### config.mk
export PLATFORM = sky130hd
export DESIGN_NAME = shared_mul_gf2_arbiter
export DESIGN_NICKNAME = d
export VERILOG_FILES = /design/src/rtl/shared_mul_gf2_arbiter.sv
export SDC_FILE = /design/constraint.sdc
export NUM_CORES = 1
export LEC_CHECK = 0
export ABC_CLOCK_PERIOD_IN_PS = 8400
export CAP_MARGIN = 20
export CORE_MARGIN = 2
export CORE_UTILIZATION = 34
export DETAILED_ROUTE_END_ITERATION = 10
export PLACE_DENSITY = 0.86
export SLEW_MARGIN = 40
export SYNTH_ARGS = -nofsm -noshare
export SYNTH_HDL_FRONTEND = slang
export SYNTH_SLANG_ARGS = --single-unit
### constraint.sdc
create_clock -name ClkxCI -period 8.4 [get_ports ClkxCI]
set_clock_uncertainty 0.2 [all_clocks]
set_input_delay 2.52 -clock ClkxCI [delete_from_list [all_inputs] [get_ports ClkxCI]]
set_output_delay 2.52 -clock ClkxCI [all_outputs]
set_load 0.005 [all_outputs]
### src/rtl/shared_mul_gf2_arbiter.sv
// Round-robin scheduler sharing one pipelined masked GF(2^2) multiplier
// among several requesters. Operands are registered before the multiplier.
// Idle cycles load all-zero operands so that shares of different requests
// never meet in the multiplier's combinational logic. Results come back
// tagged with the requester index after a fixed latency.
module shared_mul_gf2_arbiter #(
   parameter int unsigned SHARES     = 3,
   parameter int unsigned REQUESTERS = 4,
   parameter int unsigned LATENCY    = 1
) (
   input  logic                                ClkxCI,
   input  logic                                RstxRI,
   input  logic [REQUESTERS-1:0]               ReqValidxSI,
   output logic [REQUESTERS-1:0]               ReqReadyxSO,
   input  logic [REQUESTERS*2*SHARES-1:0]      _ReqXxDI,
   input  logic [REQUESTERS*2*SHARES-1:0]      _ReqYxDI,
   input  logic                                RandValidxSI,
   input  logic [SHARES*(SHARES-1)-1:0]        _RandxDI,
   output logic                                RandReadyxSO,
   output logic [2*SHARES-1:0]                 _MulXxDO,
   output logic [2*SHARES-1:0]                 _MulYxDO,
   output logic [SHARES*(SHARES-1)-1:0]        _MulZxDO,
   input  logic [2*SHARES-1:0]                 _MulQxDI,
   output logic                                RspValidxSO,
   output logic [$clog2(REQUESTERS)-1:0]       RspIdxDO,
   output logic [2*SHARES-1:0]                 _RspQxDO,
   output logic                                IdlexSO
);

   localparam int unsigned IDX_W = $clog2(REQUESTERS);
   localparam int unsigned DW    = 2 * SHARES;
   localparam int unsigned ZW    = SHARES * (SHARES - 1);

   // Round-robin pointer: first requester examined by the next scan.
   logic [IDX_W-1:0] r_ptr;

   // Issue register feeding the shared multiplier.
   logic [DW-1:0] r_mul_x;
   logic [DW-1:0] r_mul_y;
   logic [ZW-1:0] r_mul_z;

   // Tag pipeline: stage 0 aligns with the issue register, stage LATENCY
   // aligns with the multiplier result.
   logic [LATENCY:0]            r_tag_valid;
   logic [LATENCY:0][IDX_W-1:0] r_tag_idx;

   logic [IDX_W-1:0] w_scan;
   logic             w_found;
   logic [IDX_W-1:0] w_grant_idx;
   logic             w_issue;
   logic [DW-1:0]    w_sel_x;
   logic [DW-1:0]    w_sel_y;

   // Scan requesters starting at the pointer; the first valid one wins.
   always_comb begin
      w_scan      = '0;
      w_found     = 1'b0;
      w_grant_idx = '0;
      for (int unsigned k = 0; k < REQUESTERS; k++) begin
         w_scan = r_ptr + IDX_W'(k);
         if (!w_found && ReqValidxSI[w_scan]) begin
            w_found     = 1'b1;
            w_grant_idx = w_scan;
         end
      end
   end

   // Never issue without fresh randomness, and never while in reset.
   assign w_issue = w_found & RandValidxSI & ~RstxRI;

   // Select the granted requester's operand shares.
   always_comb begin
      w_sel_x = '0;
      w_sel_y = '0;
      for (int unsigned k = 0; k < REQUESTERS; k++) begin
         if (w_grant_idx == IDX_W'(k)) begin
            w_sel_x = _ReqXxDI[k*DW +: DW];
            w_sel_y = _ReqYxDI[k*DW +: DW];
         end
      end
   end

   // One-hot grant toward the requesters, combinational from the valids.
   always_comb begin
      ReqReadyxSO = '0;
      for (int unsigned k = 0; k < REQUESTERS; k++) begin
         ReqReadyxSO[k] = w_issue && (w_grant_idx == IDX_W'(k));
      end
   end

   assign RandReadyxSO = w_issue;

   // Pointer moves past the granted requester; held when nothing issues.
   always_ff @(posedge ClkxCI) begin
      if (RstxRI) begin
         r_ptr <= '0;
      end else if (w_issue) begin
         r_ptr <= w_grant_idx + IDX_W'(1);
      end
   end

   // Issue register: granted shares and randomness, otherwise all zeros.
   always_ff @(posedge ClkxCI) begin
      if (RstxRI) begin
         r_mul_x <= '0;
         r_mul_y <= '0;
         r_mul_z <= '0;
      end else if (w_issue) begin
         r_mul_x <= w_sel_x;
         r_mul_y <= w_sel_y;
         r_mul_z <= _RandxDI;
      end else begin
         r_mul_x <= '0;
         r_mul_y <= '0;
         r_mul_z <= '0;
      end
   end

   // Shift {valid, index} alongside the multiplier pipeline.
   always_ff @(posedge ClkxCI) begin
      if (RstxRI) begin
         r_tag_valid <= '0;
         r_tag_idx   <= '0;
      end else begin
         r_tag_valid[0] <= w_issue;
         r_tag_idx[0]   <= w_issue ? w_grant_idx : '0;
         for (int unsigned s = 1; s <= LATENCY; s++) begin
            r_tag_valid[s] <= r_tag_valid[s-1];
            r_tag_idx[s]   <= r_tag_idx[s-1];
         end
      end
   end

   assign _MulXxDO    = r_mul_x;
   assign _MulYxDO    = r_mul_y;
   assign _MulZxDO    = r_mul_z;
   assign RspValidxSO = r_tag_valid[LATENCY];
   assign RspIdxDO    = r_tag_idx[LATENCY];
   // Product shares are only exposed alongside a valid response.
   assign _RspQxDO    = r_tag_valid[LATENCY] ? _MulQxDI : '0;
   assign IdlexSO     = ~|r_tag_valid;

   // Grants are one-hot or zero and always paired with randomness consumption.
   a_ready_onehot : assert property (@(posedge ClkxCI) $onehot0(ReqReadyxSO));
   a_rand_pair    : assert property (@(posedge ClkxCI) RandReadyxSO == (|ReqReadyxSO));

endmodule

==> results of run 1 <==
-- critical path, cell delays in order --
cell	delay, ns
sky130_fd_sc_hd__clkdlybuf4s50_1	0.57
sky130_fd_sc_hd__or3b_2	0.46
sky130_fd_sc_hd__o221a_2	0.16
sky130_fd_sc_hd__inv_1	0.12
sky130_fd_sc_hd__ha_1	0.16
sky130_fd_sc_hd__buf_4	0.19
sky130_fd_sc_hd__and2_4	0.16
sky130_fd_sc_hd__clkdlybuf4s50_1	0.49
-- final cells by class --
type                    instances  area, µm²
fillers                       375       1520
repair buffers                104       1030
multi-input cells             101        713
flip-flops and latches         26        520
well taps                      50       62.6
inverters                      16       60.1
clock buffers                   3       41.3
-- logic make-up after synthesis --
group / count (synthesis) / synth area share (%)
buf+inv: 31 / 10.4
fa+ha+maj: 4 / 3.64
mux: 2 / 1.45
compound gates: 47 / 24.9
simple gates: 48 / 21.8
flops: 26 / 37.8
-- registers in the layout, indices dropped and copies added (netlist names) --
register	cells
_MulXxDO	6
_MulYxDO	6
_MulZxDO	6
RspIdxDO	2
r_ptr	2
r_tag_idx	2
r_tag_valid	2
-- final timing paths --
| path | endpoint | slack, ns | startpoint | cells after the start |
|---|---|---|---|---|
| max | ReqReadyxSO[0] | 0.84 | ReqValidxSI[2] | 8 |
| max reg2reg | _MulXxDO[0] | 5.94 | r_ptr[1] | 8 |
| min | RspIdxDO[0] | 0.24 | r_tag_idx[0] | 1 |
| min reg2reg | RspIdxDO[0] | 0.24 | r_tag_idx[0] | 1 |
-- layer usage --
| layer | vias to the layer above | wire length [µm] |
|---|---|---|
| met5 | - | 0 |
| met4 | 0 | 18 |
| met3 | 2 | 252 |
| met2 | 44 | 2120 |
| met1 | 655 | 1630 |
| li1 | 725 | - |
-- stage by stage --
step           hold WS [ns]  setup WS [ns]
2_1_floorplan         0.214           1.75
3_3_place_gp          0.218          0.906
3_5_place_dp          0.224          0.849
4_1_cts               0.244          0.836
5_1_grt               0.261          0.747
6_report              0.244          0.844
-- power by group through the flow --
| stage | logic [mW] | registers, mW | clock network, mW |
|---|---|---|---|
| after global routing | 0.133 | 0.136 | 0.0747 |
| after global placement | 0.119 | 0.138 | 0 |
| after detailed placement | 0.122 | 0.138 | 0 |
| after CTS | 0.123 | 0.135 | 0.0705 |
| after floorplan | 0.0606 | 0.138 | 0 |
| final | 0.122 | 0.135 | 0.0688 |
-- layout by cell type, fill, tap and decap left out, types with 4 or more instances in the layout --
cell	Yosys	final
sky130_fd_sc_hd__clkdlybuf4s50_1	0	99
sky130_fd_sc_hd__a21oi_1	27	27
sky130_fd_sc_hd__dfxtp_1	26	26
sky130_fd_sc_hd__inv_1	15	15
sky130_fd_sc_hd__nand3b_1	12	12
sky130_fd_sc_hd__a221o_1	12	12
sky130_fd_sc_hd__nand2_1	12	12
sky130_fd_sc_hd__and2_1	8	8
sky130_fd_sc_hd__and2_4	8	8
sky130_fd_sc_hd__buf_4	2	5
sky130_fd_sc_hd__ha_1	4	4
==> flow_metrics.tcl, run 1 <==
set metrics [dict create \
    totalPowerFinal_mw 0.326 \
    cts_inserted_buffers 3 \
    most_frequent_cell_after_synthesis "sky130_fd_sc_hd__a21oi_1" \
    cts.reportedPaths.clkPinSlew_ns 0.08 \
    timing.fmax_mhz 132 \
    cts-htree-levels 1 \
    synth_top_cell_area_share_pct 37.8 \
    post_layout_nonfiller_instances 300 \
    period_share_pct 90.0 \
    final_design_area_no_fill_um2 2430 \
    power_frac_clock_pct 21.1 \
    antenna_violations_before_repair 0 \
    met2_usage_pct 33.3 \
    power.static_leakage_nw 0.961 \
    synthTopCellsByCount "sky130_fd_sc_hd__a21oi_1, sky130_fd_sc_hd__dfxtp_1, sky130_fd_sc_hd__inv_1" \
    port_buffers 99 \
    totalNegativeSetupSlack_ns 0 \
    finalSetupViolCount 0 \
    postSynthCellCount 158 \
    globalRoute.totalOverflow 0 \
    tritoncts "done" \
    swShare_pct 26.9 \
    design.die.area_um2 4570 \
    cts.hold.buffers_added 0 \
    status "finished, final reports clean" \
    post-cts-setup-buffers 0 \
    layout.nets 323 \
    cts.sink_count 26 \
    drt-initial-drc-count 59 \
    peakVddDrop_mv 0.0966 \
    clock_insertion_delay_worst_skew_ns 0.26 \
    hold_path_class "register to register" \
    critical_path.endpoint_type "primary output" \
    vias_in_the_first_global_route 1351 \
    grt_use_met1_pct 18.4 \
    detail_route.drc_violations 0 \
    num_vias 1426 \
    place_area_um2 2380 \
    clockRootBuffer "sky130_fd_sc_hd__clkbuf_8" \
    dp.final_hpwl_um 3190 \
    grt_usage_pct 17.3 \
    grt_util_met3_pct 4.33 \
    worst-slew-pin-transition_ns 0.349 \
    ys_seq_elements 26 \
    mappedNetlistNets 229 \
    synth_edf_count 0 \
    share_comb_of_total_power_pct 37.4 \
    share_of_final_layout_standard_cells_stronger_than_drive_strength_1_pct 8.40 \
    place_inst 297 \
    drtAntennaViolNets 0 \
    ys_dominant_reg_cell "sky130_fd_sc_hd__dfxtp_1" \
    synthTopCellsByArea "sky130_fd_sc_hd__dfxtp_1, sky130_fd_sc_hd__a21oi_1, sky130_fd_sc_hd__a221o_1" \
    area.growth.synth_to_final_pct 76.3 \
    internal_dissipation_mw 0.238 \
    critPathArrivalTime_ns 4.84 \
    top_fanout_value_on_the_critical_path 13 \
    std_cell_rows 23 \
    globalplace.congestion 0.785 \
    timing.final.max_slew_violations 0 \
    starting_density_of_the_core_pct 34.9 \
    yosys_warnings 0 \
    wl_um 4020 \
    synthesis.area_um2 1380 \
    boundaryPins 100 \
    die_y_um 67.6 \
    insertedDiodeCount 0 \
    cts_resized 0 \
    slew-limit-headroom_pct 76.6 \
    power_per_cell_area_nw_per_um2 134 \
    max-clock-path-buffers 2 \
    yosys_top_cell_by_area "sky130_fd_sc_hd__dfxtp_1" \
    grt_setup_unrepaired "no" \
    synth.lib_cells_used.distinct 26 \
    area_of_the_core_um2 3940 \
    first_pass_grt_wire_length_um 5960 \
    critPathRequiredTime_ns 5.68 \
    avgViaCountPerCell 4.75 \
    timing.max_cap.violations 0 \
    fp.dieW_um 67.6 \
    timing.final.hold_violations 0 \
    grt_start_max_net_pins 26 \
    fin_crit_ns 7.56 \
    synth-async-reset-ratio_pct 0 \
    post_synth.cell_area_avg_um2 8.71 \
    routedWlPerCell_um 13.4 \
    synth_seq_area_share_pct 37.8 \
    crit_path_start_kind "input pin" \
    share_seq_of_total_power_pct 41.5 \
    globalRoute.busiestLayer "met2" \
    drt_first_pass_iters 3 \
    critical_path_class "input pin to primary output" \
    final_util_pct 61.5 \
    power.switching_mw 0.0876 \
]
Note: power is estimated with default switching activity, not from simulation.
==> run 2, diff against run 1 <==
- SLEW_MARGIN: 40 -> 20
==> results of run 2 <==
Same layout as run 1: the final DEF is identical, and so are final timing and power.
